## config.mk

```make
export PLATFORM = sky130hd
export DESIGN_NAME = ram_copy_engine_flat
export DESIGN_NICKNAME = d
export VERILOG_FILES = /design/src/rtl/ram_copy_pkg.sv /design/src/rtl/ram_copy_if.sv /design/src/rtl/ram_copy_addr_gen.sv /design/src/rtl/ram_copy_engine.sv /design/src/flat_wrapper.sv
export SDC_FILE = /design/constraint.sdc
export NUM_CORES = 1
export LEC_CHECK = 0
export BUFFER_PORTS_ARGS = -buffer_cell sky130_fd_sc_hd__buf_2
export CORE_MARGIN = 2
export CORE_UTILIZATION = 54
export DETAILED_ROUTE_END_ITERATION = 16
export GPL_ROUTABILITY_DRIVEN = 0
export PLACE_DENSITY_LB_ADDON = 0.08
export REMOVE_ABC_BUFFERS = 1
export SYNTH_ARGS = -nofsm -noshare
export SYNTH_HDL_FRONTEND = slang
export SYNTH_SLANG_ARGS = --single-unit
```

## constraint.sdc

```tcl
create_clock -name clk -period 2.8 [get_ports clk]
set_input_delay 0.28 -clock clk [delete_from_list [all_inputs] [get_ports clk]]
set_output_delay 0.28 -clock clk [all_outputs]
set_load 0.05 [all_outputs]
```

## src/rtl/ram_copy_pkg.sv

```systemverilog
// ram_copy_pkg: shared constants, types and helpers for the RAM copy engine.
package ram_copy_pkg;

  localparam int ADDR_W = 14;
  localparam int DATA_W = 16;

  typedef logic [ADDR_W-1:0] addr_t;
  typedef logic [DATA_W-1:0] word_t;
  typedef logic [ADDR_W:0]   len_t;

  typedef enum logic [1:0] {
    IDLE  = 2'd0,
    READ  = 2'd1,
    WRITE = 2'd2,
    DONE  = 2'd3
  } state_t;

  // A copy must run backwards when the destination starts inside the source
  // window (0 < dst-src < len, modulo the address space); otherwise the
  // early writes would clobber source words that have not been read yet.
  function automatic logic is_descending(input addr_t src, input addr_t dst,
                                         input len_t len);
    addr_t diff;
    diff = dst - src;
    return (diff != '0) && ({1'b0, diff} < len);
  endfunction

endpackage

```

## src/rtl/ram_copy_if.sv

```systemverilog
// ram_copy_if: control handshake plus ram16k port of the copy engine.
// The checksum signal exists only when RAM_COPY_CHECKSUM_EN is defined.
interface ram_copy_if;
  import ram_copy_pkg::*;

  logic  start;
  addr_t src_addr;
  addr_t dst_addr;
  len_t  length;
  logic  busy;
  logic  done;
  logic  mem_load;
  addr_t mem_address;
  word_t mem_wdata;
  word_t mem_rdata;
`ifdef RAM_COPY_CHECKSUM_EN
  word_t checksum;
`endif

  // Engine side.
  modport master (
    input  start, src_addr, dst_addr, length, mem_rdata,
    output busy, done, mem_load, mem_address, mem_wdata
`ifdef RAM_COPY_CHECKSUM_EN
    , output checksum
`endif
  );

  // Controller / memory side.
  modport slave (
    output start, src_addr, dst_addr, length, mem_rdata,
    input  busy, done, mem_load, mem_address, mem_wdata
`ifdef RAM_COPY_CHECKSUM_EN
    , input checksum
`endif
  );

endinterface

```

## src/rtl/ram_copy_addr_gen.sv

```systemverilog
// ram_copy_addr_gen: source/destination pointer pair that walks up or down
// with wrap-around, plus the count of words still to be copied.
module ram_copy_addr_gen
  import ram_copy_pkg::*;
(
  input  logic  clk,
  input  logic  rst_n,
  input  logic  load,
  input  addr_t src_init,
  input  addr_t dst_init,
  input  len_t  len_init,
  input  logic  desc,
  input  logic  step,
  output addr_t src_ptr,
  output addr_t dst_ptr,
  output addr_t src_ptr_nxt,
  output logic  last
);

  addr_t src_r;
  addr_t dst_r;
  len_t  rem_r;
  logic  desc_r;
  addr_t src_step_s;
  addr_t dst_step_s;

  // Next pointer values; natural modulo arithmetic gives the wrap-around.
  always_comb begin
    src_step_s = src_r;
    dst_step_s = dst_r;
    if (desc_r) begin
      src_step_s = src_r - addr_t'(1'b1);
      dst_step_s = dst_r - addr_t'(1'b1);
    end else begin
      src_step_s = src_r + addr_t'(1'b1);
      dst_step_s = dst_r + addr_t'(1'b1);
    end
  end

  // Pointer and remaining-count registers: load at start, step per written word.
  always_ff @(posedge clk or negedge rst_n) begin
    if (!rst_n) begin
      src_r  <= '0;
      dst_r  <= '0;
      rem_r  <= '0;
      desc_r <= 1'b0;
    end else if (load) begin
      src_r  <= src_init;
      dst_r  <= dst_init;
      rem_r  <= len_init;
      desc_r <= desc;
    end else if (step) begin
      src_r  <= src_step_s;
      dst_r  <= dst_step_s;
      rem_r  <= rem_r - len_t'(1'b1);
    end else begin
      src_r  <= src_r;
      dst_r  <= dst_r;
      rem_r  <= rem_r;
      desc_r <= desc_r;
    end
  end

  assign src_ptr     = src_r;
  assign dst_ptr     = dst_r;
  assign src_ptr_nxt = src_step_s;
  // Remaining count reaches zero on the current step.
  assign last        = (rem_r == len_t'(1'b1));

endmodule

```

## src/rtl/ram_copy_engine.sv

```systemverilog
// ram_copy_engine: copies a block of words inside ram16k, two cycles per
// word (READ then WRITE), picking the direction that keeps overlapping
// copies exact. All bus outputs are registered; they are computed from the
// next state so that each output is valid for the whole cycle of that state.
// Optional build macro: RAM_COPY_CHECKSUM_EN adds a running checksum output.
module ram_copy_engine
  import ram_copy_pkg::*;
(
  input  logic       clk,
  input  logic       rst_n,
  ram_copy_if.master bus
);

  state_t state_r;
  state_t state_nxt_s;

  logic  busy_r;
  logic  done_r;
  logic  load_r;
  addr_t addr_r;
  word_t wdata_r;
  addr_t addr_nxt_s;
  word_t wdata_nxt_s;

  logic  desc_s;
  addr_t len_m1_s;
  addr_t src_first_s;
  addr_t dst_first_s;
  logic  accept_s;
  logic  ptr_load_s;
  logic  ptr_step_s;

  addr_t src_ptr_s;
  addr_t dst_ptr_s;
  addr_t src_ptr_nxt_s;
  logic  last_s;

  // Starting pointers: the last word of each window when copying backwards.
  always_comb begin
    desc_s      = is_descending(bus.src_addr, bus.dst_addr, bus.length);
    len_m1_s    = addr_t'(bus.length - len_t'(1'b1));
    src_first_s = bus.src_addr;
    dst_first_s = bus.dst_addr;
    if (desc_s) begin
      src_first_s = bus.src_addr + len_m1_s;
      dst_first_s = bus.dst_addr + len_m1_s;
    end else begin
      src_first_s = bus.src_addr;
      dst_first_s = bus.dst_addr;
    end
  end

  assign accept_s   = (state_r == IDLE) && bus.start;
  assign ptr_load_s = accept_s && (bus.length != '0);
  assign ptr_step_s = (state_r == WRITE);

  ram_copy_addr_gen u_addr_gen (
    .clk         (clk),
    .rst_n       (rst_n),
    .load        (ptr_load_s),
    .src_init    (src_first_s),
    .dst_init    (dst_first_s),
    .len_init    (bus.length),
    .desc        (desc_s),
    .step        (ptr_step_s),
    .src_ptr     (src_ptr_s),
    .dst_ptr     (dst_ptr_s),
    .src_ptr_nxt (src_ptr_nxt_s),
    .last        (last_s)
  );

  // Next state plus the address/data the bus must show in that next state.
  always_comb begin
    state_nxt_s = state_r;
    addr_nxt_s  = '0;
    wdata_nxt_s = '0;
    case (state_r)
      IDLE: begin
        if (bus.start) begin
          if (bus.length == '0) begin
            state_nxt_s = DONE;
          end else begin
            state_nxt_s = READ;
            addr_nxt_s  = src_first_s;
          end
        end else begin
          state_nxt_s = IDLE;
        end
      end
      READ: begin
        state_nxt_s = WRITE;
        addr_nxt_s  = dst_ptr_s;
        wdata_nxt_s = bus.mem_rdata;
      end
      WRITE: begin
        if (last_s) begin
          state_nxt_s = DONE;
        end else begin
          state_nxt_s = READ;
          addr_nxt_s  = src_ptr_nxt_s;
        end
      end
      DONE: begin
        state_nxt_s = IDLE;
      end
      default: begin
        state_nxt_s = IDLE;
      end
    endcase
  end

  // State and registered bus outputs; reset clears them immediately.
  always_ff @(posedge clk or negedge rst_n) begin
    if (!rst_n) begin
      state_r <= IDLE;
      busy_r  <= 1'b0;
      done_r  <= 1'b0;
      load_r  <= 1'b0;
      addr_r  <= '0;
      wdata_r <= '0;
    end else begin
      state_r <= state_nxt_s;
      busy_r  <= (state_nxt_s != IDLE);
      done_r  <= (state_nxt_s == DONE);
      load_r  <= (state_nxt_s == WRITE);
      addr_r  <= addr_nxt_s;
      wdata_r <= wdata_nxt_s;
    end
  end

  assign bus.busy        = busy_r;
  assign bus.done        = done_r;
  assign bus.mem_load    = load_r;
  assign bus.mem_address = addr_r;
  assign bus.mem_wdata   = wdata_r;

`ifdef RAM_COPY_CHECKSUM_EN
  word_t checksum_r;

  // Running mod-2^16 sum of the words written by the current copy.
  always_ff @(posedge clk or negedge rst_n) begin
    if (!rst_n) begin
      checksum_r <= '0;
    end else if (accept_s) begin
      checksum_r <= '0;
    end else if (state_r == WRITE) begin
      checksum_r <= checksum_r + wdata_r;
    end else begin
      checksum_r <= checksum_r;
    end
  end

  assign bus.checksum = checksum_r;
`endif

endmodule
```

## src/flat_wrapper.sv

```systemverilog
// flat-port wrapper written by rule: the top's interface ports become plain ports
module ram_copy_engine_flat import ram_copy_pkg::*;
  (clk, rst_n, bus_start, bus_src_addr, bus_dst_addr, bus_length, bus_mem_rdata, bus_busy, bus_done, bus_mem_load, bus_mem_address, bus_mem_wdata);
  ram_copy_if bus_i ();
  input  logic clk;
  input  logic rst_n;
  input wire logic [$bits(bus_i.start)-1:0] bus_start;
  input wire logic [$bits(bus_i.src_addr)-1:0] bus_src_addr;
  input wire logic [$bits(bus_i.dst_addr)-1:0] bus_dst_addr;
  input wire logic [$bits(bus_i.length)-1:0] bus_length;
  input wire logic [$bits(bus_i.mem_rdata)-1:0] bus_mem_rdata;
  output wire logic [$bits(bus_i.busy)-1:0] bus_busy;
  output wire logic [$bits(bus_i.done)-1:0] bus_done;
  output wire logic [$bits(bus_i.mem_load)-1:0] bus_mem_load;
  output wire logic [$bits(bus_i.mem_address)-1:0] bus_mem_address;
  output wire logic [$bits(bus_i.mem_wdata)-1:0] bus_mem_wdata;
  assign bus_i.start = bus_start;
  assign bus_i.src_addr = bus_src_addr;
  assign bus_i.dst_addr = bus_dst_addr;
  assign bus_i.length = bus_length;
  assign bus_i.mem_rdata = bus_mem_rdata;
  assign bus_busy = bus_i.busy;
  assign bus_done = bus_i.done;
  assign bus_mem_load = bus_i.mem_load;
  assign bus_mem_address = bus_i.mem_address;
  assign bus_mem_wdata = bus_i.mem_wdata;
  ram_copy_engine u_core (.clk(clk), .rst_n(rst_n), .bus(bus_i));
endmodule
```

Word-level counts from Yosys, hierarchy flattened
Cells that the tools add are included.
{"block": "op_classes", "muxes": 19, "addsub": 9, "order_cmp": 1, "n_eq_ne": 6, "n_reduce_logical": 9}
{"operator": "$mux 14", "n": 11}
{"operator": "$pmux 14 s3", "n": 1}
{"operator": "$sub 14x1->14 const B", "n": 3}
{"operator": "$mux 15", "n": 2}
{"operator": "$add 14x1->14 const B", "n": 2}
{"operator": "$add 14x14->14", "n": 2}
{"operator": "$mux 16", "n": 1}
{"operator": "$eq 15x1->1 const B", "n": 1}
{"operator": "$logic_not 15->1", "n": 1}
{"operator": "$lt 14x15->1", "n": 1}
{"operator": "$reduce_bool 15->1", "n": 1}
{"operator": "$sub 15x1->15 const B", "n": 1}
{"operator": "$reduce_bool 14->1", "n": 1}
{"operator": "$sub 14x14->14", "n": 1}
{"operator": "$eq 2x2->1 const B", "n": 4}
{"operator": "$pmux 2 s4", "n": 1}
{"operator": "$mux 2", "n": 3}
{"operator": "$reduce_bool 2->1", "n": 2}
{"operator": "$logic_and 1x1->1", "n": 3}
{"operator": "$eq 2x1->1 const B", "n": 1}
{"operator": "$logic_not 2->1", "n": 1}
{"block": "totals", "word_cells": 54, "register_bits": 79}

Longest topological paths before layout
Gate-level depths: netlist of the first run.
{"block": "depth", "depth_word": 7, "mapped_depth": 19, "ltp_nobuf": 17}

Cells and area by module
From an unflattened synthesis of the first run, not the netlist that was laid out.
{"block": "hier_totals", "hier_cells": 833, "hier_area_um2": 7314.5}
{"mod": "ram_copy_engine", "n_inst": 1, "area_per_inst_um2": 4105.2, "cells_each": 482}
{"mod": "ram_copy_addr_gen", "n_inst": 1, "area_per_inst_um2": 3209.3, "cells_each": 351}

Worst setup path after synthesis of the first run
No wires, ideal clock.
{"block": "synth_timing", "kind": "input port to flip-flop", "start": "input bus_dst_addr[0]", "end": "register u_core.u_addr_gen.src_r[12], in the netlist u_core.u_addr_gen.src_ptr[12]", "path_stages": 19, "t_required_ns": 2.657, "arrival_time_ns": 3.557, "slack_ns": -0.900, "setup_time_ns": 0.143, "path_buffers": 2, "path_cell_list": "inv_1 -> ha_1 -> fa_1 -> nand2b_2 -> a21oi_1 -> o22ai_1 -> xnor2_1 -> ha_1 -> a21o_1 -> a21o_1 -> a21oi_1 -> o211ai_1 -> a21oi_1 -> a2bb2oi_1 -> o21a_1 -> buf_6 -> buf_6 -> mux2i_1 -> a22oi_1"}
{"block": "synth_via", "elab_chain_cells": 5, "word_cells_on_any_way": 6, "classes_between": "add/sub (1); order compare (1); mux (2); reduce/logical (2)"}
{"element": "start, declared", "line": "flat_wrapper.sv:9", "rtl": "input wire logic [$bits(bus_i.dst_addr)-1:0] bus_dst_addr;"}
{"element": "$sub 14x14->14 (*)", "line": "ram_copy_pkg.sv:24", "rtl": "diff = dst - src;"}
{"element": "$lt 14x15->1 or $reduce_bool 14->1 (tied branches)", "line": "ram_copy_pkg.sv:25", "rtl": "return (diff != '0) && ({1'b0, diff} < len);"}
{"element": "$logic_and 1x1->1 (*)", "line": "ram_copy_pkg.sv:25"}
{"element": "$mux 14 (*)", "line": "ram_copy_engine.sv:44", "rtl": "if (desc_s) begin"}
{"element": "$mux 14 (*)", "line": "ram_copy_addr_gen.sv:47", "rtl": "end else if (load) begin"}
{"element": "end signal, assigned", "line": "ram_copy_addr_gen.sv:48", "rtl": "src_r <= src_init;"}
{"element": "end signal, assigned", "line": "ram_copy_addr_gen.sv:53", "rtl": "src_r <= src_step_s;"}
{"element": "end signal, assigned", "line": "ram_copy_addr_gen.sv:57", "rtl": "src_r <= src_r;"}
{"element": "end, declared", "line": "ram_copy_addr_gen.sv:20", "rtl": "addr_t src_r;"}
Every way passes the cells marked *; elsewhere a longest branch is shown, timed or not.
A chain may end at the register's enable or synchronous reset.

Worst setup path after layout of the first run
{"block": "layout_timing", "start": "input bus_src_addr[5]", "end": "register u_core.u_addr_gen.src_r[4], in the netlist u_core.u_addr_gen.src_ptr[4]"}
{"block": "layout_via", "elab_chain_cells": 5, "word_cells_on_any_way": 6, "classes_between": "add/sub (1); order compare (1); mux (2); reduce/logical (2)"}
{"element": "start, declared", "line": "flat_wrapper.sv:8", "rtl": "input wire logic [$bits(bus_i.src_addr)-1:0] bus_src_addr;"}
{"element": "$sub 14x14->14 (*)", "line": "ram_copy_pkg.sv:24"}
{"element": "$lt 14x15->1 or $reduce_bool 14->1 (tied branches)", "line": "ram_copy_pkg.sv:25"}
{"element": "$logic_and 1x1->1 (*)", "line": "ram_copy_pkg.sv:25"}
{"element": "$mux 14 (*)", "line": "ram_copy_engine.sv:44"}
{"element": "$mux 14 (*)", "line": "ram_copy_addr_gen.sv:47"}
Marked as above.

==> impl_metrics.yaml, run 1 <==
worst_setup_path:
  ff2ff_path_depth: 12
  path_cells: "buf_8 -> inv_4 -> ha_4 -> o21a_1 -> buf_4 -> o21a_1 -> o22ai_2 -> xnor2_2 -> ha_1 -> a21o_1 -> a21o_1 -> a21oi_2 -> o211ai_1 -> a21oi_2 -> a2bb2oi_2 -> o21a_4 -> buf_12 -> buf_16 -> mux2i_2 -> a21oi_1"
  arrival_ps: 3560
  end_kind: "flip-flop"
  crit_family: "compound AO/OA/AOI/OAI gates"
  rrSetupSlack_ps: -20
  cp.depth: 20
  worstSetupPathType: "input pin to flip-flop"
  critPathSlowestCell: "ha_1"
  crit_fanout: 5
  critical-path-max-stage-delay_ps: 270
  worstSetupStartpointType: "input pin"
  path_buf_inv: 5
  cp.required_ps: 3030
worst_hold_path:
  worst_hold_path_type: "input pin to asynchronous set/reset pin"
cts:
  cts_root_buffer: "clkbuf_16"
  htreeDepth: 3
  clkTransAtPathRegs_ps: 60
  cts_made_buffers: 9
  cts_tree: "built"
  cts_max_path_buffers: 2
  cts.sink_count: 79
  clk_latency_ps: 360
flow_run:
  max_cap_violations: 0
pwr:
  power.leakage_nw: 4.74
  power.density_nw_per_um2: 968
  peakVddDrop_mv: 0.431
synth:
  ys_warn_count: 0
  yosysSeqAreaShare_pct: 28.0
  synth.avg_cell_area_sq_um: 8.61
  mappedNetlistArea_sq_um: 7050
  synth_edf_count: 0
  synth-seq-cells: 79
  synth-async-reset-ratio_pct: 100
  yosys_most_used_dff: "dfrtp_1"
  ys_types: 67
  syn_inst: 819
timing:
  finalMaxSlewViolations: 0
  setup_viol: 43
  rsz0062_at_grt: "true"
  hold_ws_ps: 71.9
  setup_ws_ps: -530
  max_slew_margin_pct: 32.6
  max_freq_ghz: 0.300
  tightest_slew_ps: 1010
  clock_skew_ps: 8.75
  min_period_ps: 3330
  hold_viol: 0
  period_share_pct: 119
global_route:
  grt_use_total_pct: 31.5
  grt_pass1_vias: 7394
  grt_start_max_net_pins: 80
  antenna_found_initial: 0
  grt_pass1_wl_um: 35500
  grt.overflow.total: 0
floorplan:
  die-area_sq_um: 14000
  initial_core_util_pct: 55.7
  core_area_sq_um: 12700
  rows: 41
  num_io_pins: 95
  fp.dieW_um: 118
  die-height_um: 118
route:
  via_count: 7262
  first_pass_iters: 5
  totalWireLength_um: 22400
  drtAntennaViolNets: 0
  detail_route.wl_per_cell_um: 17.9
  drc_errors: 0
  first_iter_violations: 469
  viasPerCell: 5.79
finish:
  nNetsFinal: 1224
  n_fill_cell: 894
  final_common_cell: "buf_4"
  final_cell_mix: "165 x buf_4, 89 x buf_2, 79 x dfrtp_1, 70 x ha_1, 64 x nand2_1"
  drive_gt1_share_pct: 35.0
  finish.instance_area_sq_um: 9860
  layout.cells.non_filler: 1254
  antenna_cells: 0
  area_delta_synth_final_pct: 39.8
  final_util_pct: 77.8
run_status:
  violations: "negative setup slack"
  outcome: "finished with violations"
placed_design:
  dpl-instance-area_sq_um: 8870
  dp_cells: 1219
  dp_slack_ps: -1240
  io_buffers: 94
  dpl.hpwl_um: 16600
-- sequential cells by signal, indices dropped and copies added, names as in the netlist --
| register | flops |
|---|---|
| u_core.bus.done | 1 |
| u_core.bus.busy | 1 |
| u_core.bus.mem_address | 14 |
| u_core.bus.mem_load | 1 |
| u_core.state_r | 2 |
| u_core.u_addr_gen.dst_ptr | 14 |
| u_core.u_addr_gen.rem_r | 15 |
| u_core.u_addr_gen.src_ptr | 14 |
| u_core.bus.mem_wdata | 16 |
| u_core.u_addr_gen.desc_r | 1 |
-- cells in the mapped netlist, types with 5 or more instances --
cell type	instances	area share (%)
a21o_1	15	1.6
a21oi_1	51	3.6
a221o_1	5	0.71
a22oi_1	17	1.8
a31oi_1	7	0.62
and2_1	21	1.9
and3_1	8	0.71
clkbuf_1	21	1.1
dfrtp_1	79	28
fa_1	5	1.4
ha_1	80	14
inv_1	47	2.5
mux2i_1	26	3.7
nand2_1	66	3.5
nand2b_1	11	0.98
nand3_1	18	1.3
nand4_1	5	0.44
nor2_1	57	3.0
nor2b_1	11	0.98
nor3_1	22	1.6
nor4_1	7	0.62
o211ai_1	10	1.1
o21a_1	10	1.1
o21ai_0	41	2.9
o21ai_1	15	1.1
o21bai_1	7	0.74
o22ai_1	8	0.71
or3_1	8	0.71
or4_1	7	0.74
xnor2_1	50	6.2
xor2_1	19	2.4
-- through the flow --
step / TNS (ps) / total power [mW]
floorplan: -82800 / 6.18
global placement: -43350 / 7.61
detailed placement: -48740 / 7.81
CTS: -19960 / 9.22
global route: -21990 / 10.2
finish: -18420 / 9.55
-- final timing paths --
path,startpoint,to
max,bus_src_addr[5],u_core.u_addr_gen.src_ptr[4]
min,rst_n,u_core.bus.mem_address[3]
max reg2reg,u_core.u_addr_gen.desc_r,u_core.u_addr_gen.dst_ptr[10]
min reg2reg,u_core.u_addr_gen.rem_r[13],u_core.u_addr_gen.rem_r[13]
max in group asynchronous,rst_n,u_core.u_addr_gen.rem_r[0]
min in group clk,bus_mem_rdata[15],u_core.bus.mem_wdata[15]
-- repair_timing --
| item | 4_1_cts | 5_1_grt |
|---|---|---|
| endpoints found under the hold margin | 0 | 0 |
| gates resized for setup | 52 | 53 |
| gates cloned | 2 | 1 |
| buffers inserted | 7 | 10 |
| pin swaps | 27 | 41 |
| endpoints found under the setup margin | 43 | 43 |
| hold buffers | 0 | 0 |
-- power by group --
part | switching (mW) | internal, mW | total [mW] | leakage [nW]
Sequential | 0.365 | 1.63 | 2.00 | 0.983
Combinational | 3.65 | 2.72 | 6.37 | 3.62
Clock | 0.557 | 0.620 | 1.18 | 0.135
-- worst register-to-register path, delay by kind of cell, from the launching register on --
family	cells	cell delay [ps]
flops	1	350
simple gates	2	210
compound gates	6	1140
xor+xnor	1	120
fa+ha+maj	1	490
buf+inv	2	410
-- logic make-up (layout without fill, tap and decap cells) --
family | count (synthesis) | count (layout) | share of synthesized area (%)
simple gates | 255 | 255 | 18.0
compound gates | 231 | 231 | 21.6
fa+ha+maj | 85 | 85 | 15.6
flops | 79 | 79 | 28.0
buf+inv | 72 | 335 | 4.10
xor+xnor | 69 | 69 | 8.57
mux | 28 | 28 | 4.11
-- layout make-up --
class	instances	area (sq um)	area share (%)
tap	172	215	2.18
timing repair buffer	272	1970	20.0
multi-input combinational	668	5230	53.0
sequential	79	1980	20.0
clock buffer	9	225	2.28
inverter	47	184	1.87
clock inverter	7	61.3	0.622
-- per-layer routing --
metal | up-vias | share of wire (%) | GRT usage, %
li1 | 3500 | - | -
met1 | 3453 | 43 | 39.0
met2 | 265 | 48 | 54.2
met3 | 44 | 5.3 | 5.45
met4 | 0 | 3.2 | 12.8
met5 | - | 0 | 0
(Power assumes the default switching activity.)
==> inputs of run 2 (changes only) <==
--- a/config.mk
+++ b/config.mk
@@ -14,4 +14,5 @@
 export REMOVE_ABC_BUFFERS = 1
 export SYNTH_ARGS = -nofsm -noshare
 export SYNTH_HDL_FRONTEND = slang
+export SYNTH_HIERARCHICAL = 1
 export SYNTH_SLANG_ARGS = --single-unit
==> impl_metrics.yaml, run 2 <==
timing:
  setup_viol: 44
  finalMaxSlewViolations: 0
  rsz0062_at_grt: "true"
  max_freq_ghz: 0.264
  max_slew_margin_pct: 32.3
  min_period_ps: 3790
  tightest_slew_ps: 1020
  period_share_pct: 135
  hold_viol: 0
  clock_skew_ps: 3.80
  setup_ws_ps: -991
  setup_tns_ps: -34590
run_status:
  violations: "negative setup slack"
  outcome: "finished with violations"
floorplan:
  die-area_sq_um: 14500
  num_io_pins: 95
  rows: 42
  die-height_um: 120
  initial_core_util_pct: 55.2
  fp.dieW_um: 120
  core_area_sq_um: 13200
placed_design:
  io_buffers: 94
  dpl.hpwl_um: 17500
  dp_cells: 1297
  dp_slack_ps: -1670
synth:
  synth_top_area_share_pct: 27.0
  synth_edf_count: 0
  syn_inst: 833
  synth_simple_gate_area_share_pct: 17.5
  synth_top_cells_by_count: "79 x dfrtp_1, 79 x ha_1, 64 x xnor2_1"
  synth_fa_ha_area_share_pct: 14.9
  ys_types: 73
  synth.avg_cell_area_sq_um: 8.78
  synthMuxAreaShare_pct: 4.17
  yosysSeqAreaShare_pct: 27.0
  synth_top_family_by_area: "compound AO/OA/AOI/OAI gates"
  ys_top_cells_by_area: "dfrtp_1 27%, ha_1 14%, xnor2_1 7.7%"
  synth-compound-area-share_pct: 22.9
  synthXorXnorAreaFrac_pct: 9.58
  synth_area_leader_cell: "dfrtp_1"
  yosys_most_used_dff: "dfrtp_1"
  synth-seq-cells: 79
  mappedNetlistArea_sq_um: 7310
  ys_warn_count: 6
  synth-async-reset-ratio_pct: 100
route:
  viasPerCell: 5.85
  via_count: 7728
  first_pass_iters: 5
  drc_errors: 0
  totalWireLength_um: 23200
  first_iter_violations: 589
  detail_route.wl_per_cell_um: 17.5
  drtAntennaViolNets: 0
worst_setup_path:
  rrSetupSlack_ps: -240
  r2r_end: "u_core/bus.mem_address[9]"
  cp.required_ps: 3030
  r2r-start: "u_core/u_addr_gen/rem_r[7]"
  crit_fanout: 7
  arrival_ps: 4020
  ff2ff_path_depth: 9
  worstSetupStartpointType: "input pin"
  worstSetupPathType: "input pin to flip-flop"
  end_kind: "flip-flop"
finish:
  layout.cells.non_filler: 1322
  final_util_pct: 78.4
  final_common_cell: "buf_4"
  drive_gt1_share_pct: 36.1
  largest_register_ffs: 16
  antenna_cells: 0
  nNetsFinal: 1287
  n_fill_cell: 929
  area_delta_synth_final_pct: 41.9
  final_cell_mix: "214 x buf_4, 91 x buf_2, 79 x dfrtp_1, 78 x ha_1, 62 x xnor2_1"
cts:
  cts.sink_count: 79
  cts_tree: "built"
  clkTransAtPathRegs_ps: 70
  cts_max_path_buffers: 2
  cts_made_buffers: 9
  cts_root_buffer: "clkbuf_16"
  clk_latency_ps: 350
  htreeDepth: 3
global_route:
  grt_start_max_net_pins: 80
  grt_pass1_vias: 7706
  grt_pass1_wl_um: 36600
  antenna_found_initial: 0
  grt_use_total_pct: 31.7
  grt.overflow.total: 0
pwr:
  peakVddDrop_mv: 0.773
  power.leakage_nw: 5.16
  power.density_nw_per_um2: 1010
  power_mw: 10.5
worst_hold_path:
  worst_hold_path_type: "input pin to asynchronous set/reset pin"
flow_run:
  max_cap_violations: 0
-- run 2: per-layer routing --
metal / vias to the layer above / GRT usage [%] / wire [um]
met5: - / 0 / 0
met4: 0 / 11.8 / 697
met3: 61 / 4.95 / 1620
met2: 326 / 53.1 / 11100
met1: 3679 / 41.1 / 9780
li1: 3662 / - / -
-- run 2: where the power goes --
group / switching [mW] / internal (mW) / leakage [nW] / total [mW]
Sequential: 0.371 / 1.68 / 0.979 / 2.05
Clock: 0.534 / 0.792 / 0.154 / 1.33
Combinational: 4.05 / 3.09 / 4.02 / 7.14
Total: 4.95 / 5.57 / 5.16 / 10.5
-- run 2: area by class of cell --
type	instances	area [sq um]	share of cell area, %
clock buffers	9	225	2.17
repair buffers	320	2260	21.8
flip-flops and latches	79	1980	19.1
well taps	176	220	2.12
clock inverters	7	104	1.00
multi-input cells	683	5410	52.1
inverters	48	183	1.76
-- run 2: worst max-delay path by stage --
stage,endpoint,startpoint,slack [ps]
after global routing,u_core/u_addr_gen/dst_ptr[10],bus_src_addr[5],-1120
after detailed placement,u_core/u_addr_gen/src_ptr[9],bus_dst_addr[0],-1670
after floorplan,u_core/u_addr_gen/src_ptr[10],bus_dst_addr[0],-1660
after global placement,u_core/u_addr_gen/src_ptr[10],bus_dst_addr[0],-1470
after CTS,u_core/u_addr_gen/dst_ptr[13],bus_dst_addr[0],-960
final,u_core/u_addr_gen/dst_ptr[10],bus_dst_addr[0],-990
-- run 2: critical path, cell delays in order --
cell and delay [ps]:
buf_8 80, inv_4 30, ha_4 150, fa_2 330, nand2b_4 160, a211oi_4 270
buf_6 160, o22ai_4 60, xnor2_2 160, ha_1 290, a21o_1 180, a21o_1 160
a211oi_2 240, o21bai_1 140, a21oi_2 220, o2bb2ai_4 90, nor2_4 160, buf_12 150
buf_6 100, mux2_4 290, a22oi_2 200, o21ai_1 100
-- run 2: kinds of logic after synthesis --
family	after synthesis
and+or+nand+nor	242
xor gates and xnor gates	80
buffers and inverters	71
adders and majority gates	84
muxes	28
DFF	79
AOI/OAI and AO/OA	249
-- run 2: metrics by stage --
step           hold slack, ps  instance area, sq um
2_1_floorplan           -15.6                  7210
3_3_place_gp              485                  9560
3_5_place_dp              490                  9560
4_1_cts                   119                 10200
5_1_grt                   131                 10400
6_report                 93.1                 10400
-- run 2: repair_timing --
action,4_1_cts,5_1_grt
setup buffers,8,1
gates resized for setup,76,39
pin swaps,36,25
endpoints found under the hold margin,0,0
gates cloned,1,0
hold buffers,0,0
setup endpoints to repair,44,58
==> inputs of run 3 (changes only) <==
--- a/config.mk
+++ b/config.mk
@@ -6,8 +6,10 @@
 export NUM_CORES = 1
 export LEC_CHECK = 0
 export BUFFER_PORTS_ARGS = -buffer_cell sky130_fd_sc_hd__buf_2
+export CELL_PAD_IN_SITES_DETAIL_PLACEMENT = 0
+export CELL_PAD_IN_SITES_GLOBAL_PLACEMENT = 2
 export CORE_MARGIN = 2
-export CORE_UTILIZATION = 54
+export CORE_UTILIZATION = 33
 export DETAILED_ROUTE_END_ITERATION = 16
 export GPL_ROUTABILITY_DRIVEN = 0
 export PLACE_DENSITY_LB_ADDON = 0.08
==> impl_metrics.yaml, run 3 (synthesized netlist as in run 2, its figures left out) <==
pwr:
  power_frac_comb_pct: 69.1
  peakVddDrop_mv: 0.473
  power.leakage_nw: 5.22
  switching_share_pct: 47.3
  clockPowerShare_pct: 11.3
  power.density_nw_per_um2: 980
  p_int_mw: 5.49
  p_sw_mw: 4.93
  power_mw: 10.4
  seqPwrFrac_pct: 19.6
timing:
  setup_viol: 43
  min_period_ps: 3710
  max_slew_margin_pct: 64.2
  setup_ws_ps: -906
  max_freq_ghz: 0.270
  hold_ws_ps: 135
  rsz0062_at_grt: "true"
  setup_tns_ps: -32130
  finalMaxSlewViolations: 0
  clock_skew_ps: 9.51
  tightest_slew_ps: 537
  hold_viol: 0
  period_share_pct: 132
global_route:
  grt.overflow.total: 0
  grtUsageMet3_pct: 2.86
  antenna_found_initial: 0
  grt_use_total_pct: 20.8
  met1_usage_pct: 28.9
  grt_pass1_wl_um: 38900
  grt_start_max_net_pins: 41
  grt.met2_usage_pct: 33.8
  grt_busiest_layer: "met2"
  grt_pass1_vias: 7532
flow_run:
  max_cap_violations: 0
cts:
  cts_tree: "built"
  cts_made_buffers: 9
  cts_root_buffer: "clkbuf_16"
  cts.sink_count: 79
  clk_latency_ps: 350
  cts_max_path_buffers: 2
  clkTransAtPathRegs_ps: 70
  htreeDepth: 3
run_status:
  violations: "negative setup slack"
  outcome: "finished with violations"
route:
  detail_route.wl_per_cell_um: 16.9
  drtAntennaViolNets: 0
  totalWireLength_um: 24400
  drc_errors: 0
  via_count: 7471
  first_iter_violations: 327
  first_pass_iters: 5
  viasPerCell: 5.18
worst_setup_path:
  critPathSlowestCell: "fa_2"
  crit_path_frequent_cell: "a21o_1"
  path_cells: "buf_8 -> inv_4 -> ha_4 -> fa_2 -> nand2b_4 -> a211oi_2 -> buf_4 -> o22ai_2 -> xnor2_2 -> ha_1 -> a21o_1 -> a21o_1 -> a211oi_2 -> o21bai_1 -> a21oi_2 -> o2bb2ai_4 -> nor2_4 -> buf_12 -> mux2_4 -> a22o_1 -> a21o_1"
  cp.required_ps: 3040
  end_kind: "flip-flop"
  worstSetupPathType: "input pin to flip-flop"
  crit_fanout: 7
  critical-path-max-stage-delay_ps: 340
  arrival_ps: 3940
  worstSetupStartpointType: "input pin"
floorplan:
  die-area_sq_um: 23400
  die-height_um: 153
  rows: 54
  num_io_pins: 95
  core_area_sq_um: 21800
  fp.dieW_um: 153
  initial_core_util_pct: 33.5
finish:
  largest_register_ffs: 16
  final_cell_mix: "225 x buf_4, 91 x buf_2, 79 x dfrtp_1, 78 x ha_1, 62 x xnor2_1"
  final_common_cell: "buf_4"
  antenna_cells: 0
  drive_gt1_share_pct: 36.4
  n_fill_cell: 2133
  area_delta_synth_final_pct: 45.4
  nNetsFinal: 1302
worst_hold_path:
  worst_hold_path_type: "input pin to flip-flop"
placed_design:
  io_buffers: 94
  dpl.hpwl_um: 19500
[run 3: routing by layer]
metal  vias to the layer above  part of all wire (%)  wire (um)
met1                      3522                    47      11600
met2                       208                    46      11100
li1                       3711                     -          -
met5                         -                     0          0
met3                        30                   4.7       1150
met4                         0                   2.2        532
[run 3: final timing paths]
check / endpoint / startpoint / slack [ps] / cells after the start
worst max register to register: u_core/bus.mem_address[5] / u_core/u_addr_gen/rem_r[7] / 20 / 9
worst max-delay path: u_core/u_addr_gen/src_ptr[10] / bus_dst_addr[0] / -910 / 21
worst min-delay path: u_core/bus.mem_wdata[4] / bus_mem_rdata[4] / 130 / 2
worst min register to register: u_core/u_addr_gen/src_ptr[8] / u_core/u_addr_gen/src_ptr[8] / 500 / 2
max in group asynchronous: u_core/u_addr_gen/src_ptr[10] / rst_n / 1640 / 3
min in group asynchronous: u_core/bus.mem_wdata[2] / rst_n / 440 / 2
[run 3: layout make-up]
cell class | count | area [sq um] | area share (%)
clock buffers | 11 | 243 | 2.28
repair buffers | 335 | 2410 | 22.6
inverters | 48 | 183 | 1.72
clock inverters | 5 | 41.3 | 0.388
flip-flops and latches | 79 | 1980 | 18.6
well taps | 280 | 350 | 3.29
multi-input cells | 683 | 5440 | 51.1
[run 3: metrics by stage]
step | worst slack (ps) | cell area (sq um) | utilization, % | std cells
global route | -1040 | 10600 | 48.7 | 1441
CTS | -905 | 10500 | 48.0 | 1436
floorplan | -1660 | 7210 | - | 810
finish | -906 | 10600 | 48.7 | 1441
detailed placement | -1480 | 9800 | 44.9 | 1412
global placement | -1420 | 9800 | 44.9 | 1412
[run 3: power by group through the flow]
stage | clock [mW] | sequential [mW] | combinational, mW
2_1_floorplan | 0 | 2.65 | 4.05
3_3_place_gp | 0 | 2.06 | 6.67
3_5_place_dp | 0 | 2.06 | 6.82
4_1_cts | 1.22 | 2.05 | 7.11
5_1_grt | 1.27 | 2.11 | 7.87
6_report | 1.18 | 2.04 | 7.20
[run 3: timing repair]
action,CTS,global route
gates resized for setup,87,24
cloned,1,0
endpoints found under the hold margin,38,0
setup buffers,9,6
setup endpoints to repair,43,43
pin swaps,42,15
hold buffers,1,0
[run 3: worst max-delay path, delay by kind of cell]
family / cells / cell delay (ps)
AO/OA/AOI/OAI: 10 / 1660
adder cells (fa/ha/maj): 3 / 780
XOR/XNOR: 1 / 150
multiplexers: 1 / 300
buffers and inverters: 4 / 430
AND/OR/NAND/NOR: 2 / 320
